<file path="config.mk">
export PLATFORM = sky130hd
export DESIGN_NAME = key_event_ctrl
export DESIGN_NICKNAME = d
export VERILOG_FILES = /design/src/rtl/key_event_ctrl.sv
export SDC_FILE = /design/constraint.sdc
export NUM_CORES = 1
export LEC_CHECK = 0
export BUFFER_PORTS_ARGS = -buffer_cell sky130_fd_sc_hd__buf_2
export CORE_UTILIZATION = 61
export CTS_CLUSTER_DIAMETER = 30
export DETAILED_ROUTE_END_ITERATION = 7
export PLACE_DENSITY = 0.84
export SLEW_MARGIN = 25
export SYNTH_ARGS = -nofsm -noshare
export SYNTH_HDL_FRONTEND = slang
export SYNTH_SLANG_ARGS = --single-unit
export TNS_END_PERCENT = 5
</file>
<file path="constraint.sdc">
create_clock -name clk -period 2.2 [get_ports clk]
set_input_delay 0.22 -clock clk [delete_from_list [all_inputs] [get_ports clk]]
set_output_delay 0.22 -clock clk [all_outputs]
set_load 0.005 [all_outputs]
</file>
<file path="src/rtl/key_event_ctrl.sv">
// Debounces three active-low keys and offers press/release events downstream
// over a valid/ready handshake, one key at a time, chosen round-robin.
//
// state | meaning
// IDLE  | no event offered; look for a key whose debounced level was not yet reported
// OFFER | event latched on evt_key/evt_press, waiting for evt_ready
module key_event_ctrl #(
    parameter int DB_CYCLES = 250000,
    parameter int CNT_W     = 20
) (
    input  logic       clk,
    input  logic       resetn,
    input  logic [2:0] key_n,
    output logic       evt_valid,
    input  logic       evt_ready,
    output logic [1:0] evt_key,
    output logic       evt_press,
    output logic [2:0] key_state,
    output logic [7:0] evt_count
);

    typedef enum logic {IDLE, OFFER} state_t;

    localparam logic [CNT_W-1:0] DB_LAST = CNT_W'(DB_CYCLES - 1);

    state_t           state, state_nxt;
    logic [2:0]       sync_a, sync_b;
    logic [2:0]       stable, rep, pending;
    logic [CNT_W-1:0] db_cnt [3];
    logic [1:0]       last_grant, grant_key;
    logic [1:0]       evt_key_q;
    logic             evt_press_q;
    logic [7:0]       count_q;

    function automatic logic [1:0] inc3(input logic [1:0] k);
        return (k == 2'd2) ? 2'd0 : k + 2'd1;
    endfunction

    always_ff @(posedge clk) begin
        if (!resetn) begin
            sync_a <= 3'b111;
            sync_b <= 3'b111;
        end else begin
            sync_a <= key_n;
            sync_b <= sync_a;
        end
    end

    // counter tracks how long the synchronized level has disagreed with stable
    always_ff @(posedge clk) begin
        if (!resetn) begin
            stable <= 3'b000;
            for (int k = 0; k < 3; k++) db_cnt[k] <= '0;
        end else begin
            for (int k = 0; k < 3; k++) begin
                if (~sync_b[k] == stable[k]) begin
                    db_cnt[k] <= '0;
                end else if (db_cnt[k] == DB_LAST) begin
                    db_cnt[k] <= '0;
                    stable[k] <= ~stable[k];
                end else begin
                    db_cnt[k] <= db_cnt[k] + CNT_W'(1);
                end
            end
        end
    end

    assign pending = stable ^ rep;

    // nearest pending key after last_grant wins; loop runs far-to-near so near overrides
    always_comb begin
        logic [1:0] cand [3];
        cand[0]   = inc3(last_grant);
        cand[1]   = inc3(cand[0]);
        cand[2]   = inc3(cand[1]);
        grant_key = 2'd0;
        for (int i = 2; i >= 0; i--) begin
            if (pending[cand[i]]) grant_key = cand[i];
        end
    end

    always_ff @(posedge clk) begin
        if (!resetn) state <= IDLE;
        else         state <= state_nxt;
    end

    always_comb begin
        state_nxt = state;
        case (state)
            IDLE:    if (|pending)  state_nxt = OFFER;
            OFFER:   if (evt_ready) state_nxt = IDLE;
            default: state_nxt = IDLE;
        endcase
    end

    always_comb begin
        evt_valid = (state == OFFER);
    end

    always_ff @(posedge clk) begin
        if (!resetn) begin
            evt_key_q   <= 2'd0;
            evt_press_q <= 1'b0;
            rep         <= 3'b000;
            last_grant  <= 2'd2;
            count_q     <= 8'd0;
        end else begin
            if (state == IDLE && |pending) begin
                evt_key_q   <= grant_key;
                evt_press_q <= stable[grant_key];
            end
            if (state == OFFER && evt_ready) begin
                rep[evt_key_q] <= evt_press_q;
                last_grant     <= evt_key_q;
                count_q        <= count_q + 8'd1;
            end
        end
    end

    assign evt_key   = evt_key_q;
    assign evt_press = evt_press_q;
    assign key_state = stable;
    assign evt_count = count_q;

endmodule

</file>
# After elaboration in Yosys (flattened, before gate mapping)
# Memory sizes are Yosys's and may differ from the RTL's.
# Index checks and enable logic that the tools add are counted.
# totals
reg_bits	26
ramBits	60
inputBits	6
output_inout_bits	15
elab_cells	124
memories	1
# op_classes
n_addsub	7
order_cmp	6
eq_ne	9
muxes	63
n_bitwise	20
reduce_logical	7
# memory_table
name	words	word_bits	read_ports	rd_ports_with_merged_regs	wr	line	source
db_cnt	3	20	3	0	3	29	logic [CNT_W-1:0] db_cnt [3];
# op_table
operator	count
2-to-1 mux 20 bit	9
adder 20 x 1 -> 20 bit, second input constant	3
equality test 20 x 18 -> 1 bit, second input constant	3
2-to-1 mux 1 bit	41
< comparator 2 x 3 -> 1 bit, second input constant	5
2-to-1 mux 2 bit	6
NOT 1 bit	10
OR 1 bit	9
adder 8 x 1 -> 8 bit, second input constant	1
binary-select mux 1 bit (select 2 bit)	4
adder 2 x 1 -> 2 bit, second input constant	3
equality test 2 bit, second input constant	3
AND reduction 2 bit	3
bitwise mux 3 bit	1
equality test 1 bit	3
logical AND 1 bit	3
OR reduction 3 bit	1
XOR 3 bit	1
demux 1 bit (select 2 bit)	1
greater-or-equal comparator 2 x 1 -> 1 bit, second input constant	1
one-hot mux 1 bit (2 select lines)	1

# Depth between registers and ports, before layout
# Gate-level depths: netlist of the first run.
# logic_depth
depth_word	13
ltp_mapped	7
depth_no_buf	6

# Worst setup path after synthesis of the first run
# OpenSTA, ideal clock, no wires.
# synth_timing
path_type	reg2reg
startpoint	memory db_cnt[1][9]
endpoint	memory db_cnt[1][10] (data pin)
setup_time_ns	0.257
arrival_ns	1.597
t_required_ns	1.943
slack_ns	0.346
stages_incl_launch_ff	7
path_buffers	1
synth_period_minus_slack_ns	1.854
path_cell_list	edfxtp_1 nor4b_1 nand3_1 nor4_1 or3_1 buf_2 nor2_1
# synth_rtl
element	line
start: declaration	29

==> flow_summary_export.csv, run 1 <==
group,metric,value,unit
synthesis,synthTopCellsByCount,"86 x nor2_1, 60 x edfxtp_1, 35 x xor2_1",
placement,port_buffers,20,
critical_path,critPathSlowestCell,"edfxtp_1",
global_routing,grt_max_degree,21,
global_routing,gr-total-overflow,0,
pwr,pwr-share-clk,34.4,%
synthesis,yosysUniqueCellTypes,40,
worst_hold_path,hold_class,"primary input to flip-flop",
pwr,power_frac_seq,61.4,%
timing,rsz0062_at_grt,"false",
worst_hold_path,hold-path-cell-count,2,
critical_path,r2r_slack,0.16,ns
synthesis,synthTopCellsByArea,"edfxtp_1 42%, dfxtp_1 12%, nor2_1 7.5%",
timing,finClkSkew,0.0136,ns
cts,cts.reportedPaths.clkPinSlew,0.09,ns
global_routing,track_usage,21.8,%
pwr,power_switching,0.707,mW
finish,fin_cells,613,
pwr,vdd_drop_max,0.418,mV
pwr,power_density,595,nW/um^2
pwr,p_leak,1.89,nW
timing,whs,0.0486,ns
finish,drive_above_1_share,10.6,%
finish,design_area,5020,sq um
floorplan,ioPinCount,21,
timing,fin_tns_setup,0,ns
drt,wl_per_cell,12.2,um
synthesis,synth-seq-cells,86,
cts,ctsHoldBuffers,0,
placement,hpwlAfterDp,5.13,mm
floorplan,initial_utilization,63.4,%
drt,dr.pass1.iters,4,
synthesis,async_reset_ff_share,0,%
cts,clock_latency,0.36,ns
floorplan,core_area,6790,sq um
floorplan,dieHeight,86.1,um
placement,place_congestion,0.823,
timing,setup_violations,0,
global_routing,grt_pass1_vias,2920,
floorplan,rows,30,
critical_path,path_class,"flip-flop to flip-flop",
synthesis,synth_area_per_cell,10.2,sq um
critical_path,rr_worst_depth,7,
worst_hold_path,min_from,"key_n[1]",
timing,min_period,2.04,ns
critical_path,crit_chain,"nor4b_1 > nand3b_1 > nor4_4 > buf_4 > or3_1 > buf_12 > nor2_1",
critical_path,r2r-end,"db_cnt[2][3]$_SDFFCE_PN0P_",
timing,fin_crit_sh,92.9,%
cts,cts_buffers,9,
pwr,p_sw_share,23.6,%
placement,placed_cells,595,
global_routing,grt_pass1_wl,12.6,mm
cts,cts.path.max_buffers,2,
cts,htree_levels,3,
critical_path,critPathCaptureType,"flip-flop",
pwr,total_power,2.99,mW
global_routing,antenna_found_initial,0,
synthesis,netlist_area,4310,sq um
drt,vias,3135,
synthesis,yosysSeqAreaShare,53.9,%
flow_run,max-cap-violations,0,
critical_path,crit_required,2.30,ns
timing,hold_viol_final,0,
timing,tightest_slew,0.605,ns
placement,placed_cell_area,4800,sq um
floorplan,die_x,86.1,um
critical_path,crit_fanout,20,
cts,cts_sinks,86,
pwr,power.internal,2.28,mW
drt,drc,0,
floorplan,die_area,7410,sq um
drt,routed_wl,7.49,mm
finish,fill_cells,446,
critical_path,arrival,2.15,ns
critical_path,timing.rr.start,"db_cnt[2][10]$_SDFFCE_PN0P_",
synthesis,yosys.area.top_type_share,41.8,%
status,status,"completed",
drt,drt_iter0_drc,114,
drt,post_drt_via_cell_ratio,5.11,
drt,ant_nets,0,
cts,cts-root-buf,"clkbuf_8",
cts,cts_tree,"yes",
finish,area_growth,16.6,%
finish,post-route-util,74.0,%
synthesis,synth_top_area_cell,"edfxtp_1",
worst_hold_path,holdPathEnd,"sync_a[1]$_SDFF_PN1_",
synthesis,synth_ff_type,"edfxtp_1",
synthesis,syn-instance-count,423,
timing,fmax,489,MHz
timing,max_slew_margin,59.3,%
finish,final_nets,522,
synthesis,synth-edff-count,60,
placement,place_ws,0.0733,ns
timing,fin_ws,0.156,ns
synthesis,yosys_warnings,0,
critical_path,cp-start-kind,"flip-flop",
finish,antenna_cells,0,
synthesis,synth_most_common_cell,"nor2_1",
timing,drv_slew,0,
critical_path,max_stage_delay,0.47,ns
pwr,comb_power_share,4.2,%
[cell usage in the layout (no fill, tap or decap), drive strengths merged, types with 8 or more instances in the layout]
cell type	netlist	routed
xor2	35	35
nand2b	8	8
nor2	87	87
conb	1	60
nor4	12	12
edfxtp	60	60
buf	6	30
nand3	27	27
dfxtp	26	26
nand2	34	34
nand4	13	13
nor3	9	9
clkbuf	5	10
xnor2	31	31
inv	13	15
[cells by family (layout without fill, tap and decap cells)]
family,Yosys count,in the layout,synth area share (%)
mux,3,3,0.697
other cells,1,60,0.0870
buf+inv,24,59,2.29
simple gates,218,218,25.3
compound gates,21,21,3.13
flops,86,86,53.9
fa+ha+maj,4,4,1.16
xor+xnor,66,66,13.4
[worst max path at each step]
stage,slack (ns),start,end
after floorplan,0.35,db_cnt[1][9]$_SDFFCE_PN0P_,db_cnt[1][10]$_SDFFCE_PN0P_
after global placement,0.15,db_cnt[2][9]$_SDFFCE_PN0P_,db_cnt[2][19]$_SDFFCE_PN0P_
after detailed placement,0.07,db_cnt[1][9]$_SDFFCE_PN0P_,db_cnt[1][3]$_SDFFCE_PN0P_
after CTS,0.05,db_cnt[1][9]$_SDFFCE_PN0P_,db_cnt[1][2]$_SDFFCE_PN0P_
after global routing,0.006,db_cnt[2][10]$_SDFFCE_PN0P_,db_cnt[2][6]$_SDFFCE_PN0P_
final,0.16,db_cnt[2][10]$_SDFFCE_PN0P_,db_cnt[2][3]$_SDFFCE_PN0P_
[registers in the layout (all words and copies together) (netlist names)]
name        flops
db_cnt         60
evt_count       8
key_state       3
rep             3
sync_a          3
sync_b          3
evt_key         2
last_grant      2
evt_press       1
evt_valid       1
[routing by layer]
metal  GRT usage [%]  part of all wire (%)
met2            35.6                    48
met5               0                     0
met4            7.73                   1.2
met1            28.5                    47
met3            4.91                   3.5
[power groups by stage]
| stage | sequential [mW] | combinational, mW | clock, mW |
|---|---|---|---|
| global placement | 1.87 | 0.116 | 0 |
| floorplan | 1.86 | 0.0926 | 0 |
| detailed placement | 1.87 | 0.118 | 0 |
| finish | 1.83 | 0.126 | 1.03 |
| global route | 1.84 | 0.143 | 1.12 |
| CTS | 1.83 | 0.120 | 1.05 |
[timing repair]
| action | CTS | global route |
|---|---|---|
| buffers inserted | 0 | 2 |
| endpoints found under the setup margin | 20 | 40 |
| resized for setup | 1 | 3 |
[area by class of cell]
type | instances | area [sq um] | area share [%]
Inverter | 13 | 48.8 | 0.971
Clock inverter | 6 | 45.0 | 0.896
Sequential cell | 86 | 2320 | 46.2
Timing Repair Buffer | 30 | 213 | 4.23
Tap cell | 96 | 120 | 2.39
Multi-Input combinational cell | 372 | 2140 | 42.6
Clock buffer | 10 | 138 | 2.74
[worst max-delay path, delay by kind of cell, from the launching register on]
family | cells | cell delay [ns]
AND/OR/NAND/NOR | 5 | 0.99
buffers and inverters | 2 | 0.33
flip-flops | 1 | 0.47
Power figures use the tool's default switching activity.
==> run 2, diff against run 1 <==
BUFFER_PORTS_ARGS = not set   (was -buffer_cell sky130_fd_sc_hd__buf_2)
CORE_MARGIN = 5   (was not set)
CORE_UTILIZATION = 63   (was 61)
DONT_BUFFER_PORTS = 1   (was not set)
==> run 2 against run 1 <==
  * Critical endpoint is now db_cnt[2][5]$_SDFFCE_PN0P_
  * Sequential share of layout area rose by 0.41 points
  * Combinational power increased by 3%
  * First-iteration DRC count grew 120%
  * Via count fell by 0.22%
  * Power up 1.6%
  * Final cell count shrank 4.6%
  * Critical path type unchanged
==> flow_summary_export.csv, run 2 (synthesis results as in run 1) <==
group,metric,value,unit
global_routing,antenna_found_initial,0,
critical_path,r2r-end,"db_cnt[2][5]$_SDFFCE_PN0P_",
timing,tightest_slew,0.532,ns
finish,multi_input_area,2140,sq um
global_routing,busiest_layer,"met2",
critical_path,r2r_slack,0.16,ns
status,status,"completed",
pwr,power_frac_seq,60.3,%
drt,dr.pass1.iters,5,
critical_path,critPathCaptureType,"flip-flop",
finish,layout_commonest_cell,"nor2_1",
timing,min_period,2.04,ns
placement,placed_cell_area,4720,sq um
timing,hold_viol_final,0,
finish,area_growth,15.6,%
flow_run,max-cap-violations,0,
drt,post_drt_via_cell_ratio,5.35,
timing,finClkSkew,0.00885,ns
floorplan,core_area,6720,sq um
placement,place_congestion,0.835,
floorplan,die_x,92.7,um
pwr,power.internal,2.32,mW
timing,fin_ws,0.162,ns
worst_hold_path,hold_class,"primary input to flip-flop",
drt,ant_nets,0,
global_routing,grt_max_degree,22,
pwr,p_sw_share,23.6,%
worst_hold_path,hold-path-cell-count,2,
cts,clock_latency,0.36,ns
timing,max_slew_margin,64.2,%
finish,drive_above_1_share,7.92,%
worst_hold_path,min_from,"evt_ready",
floorplan,rows,30,
critical_path,critPathSlowestCell,"edfxtp_1",
global_routing,grtUsageMet1,25.6,%
cts,cts_setup_buffers,0,
floorplan,die_area,8600,sq um
cts,cts_tree,"yes",
critical_path,timing.rr.start,"db_cnt[2][9]$_SDFFCE_PN0P_",
global_routing,use_met3,4.55,%
pwr,p_leak,1.81,nW
critical_path,rr_worst_depth,7,
finish,regArea,2320,sq um
finish,antenna_cells,0,
worst_hold_path,holdPathEnd,"evt_valid$_SDFF_PN0_",
critical_path,crit_required,2.31,ns
timing,drv_slew,0,
floorplan,dieHeight,92.7,um
global_routing,gr-total-overflow,0,
drt,drt_iter0_drc,252,
timing,rsz0062_at_grt,"false",
placement,place_ws,0.0632,ns
critical_path,max_stage_delay,0.47,ns
finish,post-route-util,74.1,%
floorplan,ioPinCount,21,
placement,port_buffers,0,
critical_path,path_class,"flip-flop to flip-flop",
timing,fin_crit_sh,92.6,%
pwr,power_density,610,nW/um^2
cts,htree_levels,3,
finish,top_register,"db_cnt",
timing,setup_violations,0,
drt,vias,3128,
finish,final_cell_mix,"86 x nor2_1, 60 x edfxtp_1, 60 x conb_1, 35 x xor2_1, 34 x nand2_1",
cts,cts.path.max_buffers,2,
critical_path,crit_chain,"nor4b_2 > nand3b_1 > nor4_1 > buf_4 > or3_1 > buf_12 > nor2_1",
critical_path,crit_fanout,20,
pwr,vdd_drop_max,0.466,mV
drt,routed_wl,8.02,mm
pwr,comb_power_share,4.3,%
timing,fmax,491,MHz
timing,fin_tns_setup,0,ns
pwr,power_switching,0.718,mW
cts,cts-root-buf,"clkbuf_8",
cts,cts.reportedPaths.clkPinSlew,0.09,ns
pwr,pwr-share-clk,35.4,%
finish,largest_register_ffs,60,
global_routing,globalRouteMet2Util,34.6,%
finish,final_nets,510,
finish,design_area,4980,sq um
placement,hpwlAfterDp,5.52,mm
timing,whs,0.158,ns
floorplan,initial_utilization,64.2,%
drt,wl_per_cell,13.7,um
critical_path,cp-start-kind,"flip-flop",
cts,cts_sinks,86,
global_routing,track_usage,20.5,%
finish,fill_cells,469,
cts,cts_buffers,9,
drt,drc,0,
global_routing,grt_pass1_vias,3183,
critical_path,arrival,2.15,ns
global_routing,grt_pass1_wl,14.1,mm
==> run 2: through the flow <==
step | instances | power (mW)
2_1_floorplan | 482 | 1.95
3_3_place_gp | 565 | 1.98
3_5_place_dp | 565 | 1.98
4_1_cts | 585 | 3.05
5_1_grt | 585 | 3.16
6_report | 585 | 3.04
==> run 2: repair_timing <==
item	in CTS	in global routing
resized for setup	1	3
endpoints found under the setup margin	3	60
hold endpoints to repair	8	0
cloned	0	0
hold buffers	4	0
==> run 2: worst max path at each step <==
stage	from	endpoint	cells after the start
after floorplan	db_cnt[1][9]$_SDFFCE_PN0P_	db_cnt[1][10]$_SDFFCE_PN0P_	6
after global placement	db_cnt[2][9]$_SDFFCE_PN0P_	db_cnt[2][13]$_SDFFCE_PN0P_	7
after CTS	db_cnt[1][9]$_SDFFCE_PN0P_	db_cnt[1][18]$_SDFFCE_PN0P_	6
final	db_cnt[2][9]$_SDFFCE_PN0P_	db_cnt[2][5]$_SDFFCE_PN0P_	7
after detailed placement	db_cnt[1][9]$_SDFFCE_PN0P_	db_cnt[1][18]$_SDFFCE_PN0P_	6
after global routing	db_cnt[1][9]$_SDFFCE_PN0P_	db_cnt[1][4]$_SDFFCE_PN0P_	6
==> run 2: layer usage <==
layer | routed length, um | vias to the layer above
li1 | - | 1579
met1 | 3560 | 1465
met2 | 4040 | 74
met3 | 322 | 10
met4 | 97 | 0
met5 | 0 | -
==> run 2: critical path, delay by kind of cell, from the launching register on <==
kind	cells	cell delay, ns
simple gates	5	0.97
flops	1	0.47
buf+inv	2	0.34
==> run 2: layout make-up <==
class,instances,share of cell area [%]
clock inverters,6,0.854
flip-flops and latches,86,46.6
repair buffers,18,3.67
multi-input cells,372,42.9
well taps,80,2.01
inverters,13,0.980
clock buffers,10,2.99
==> run 2: power by group through the flow <==
stage	logic, mW	clock network [mW]	registers [mW]
floorplan	0.0926	0	1.86
global placement	0.113	0	1.86
detailed placement	0.115	0	1.87
CTS	0.125	1.09	1.83
global route	0.148	1.17	1.84
finish	0.130	1.07	1.83
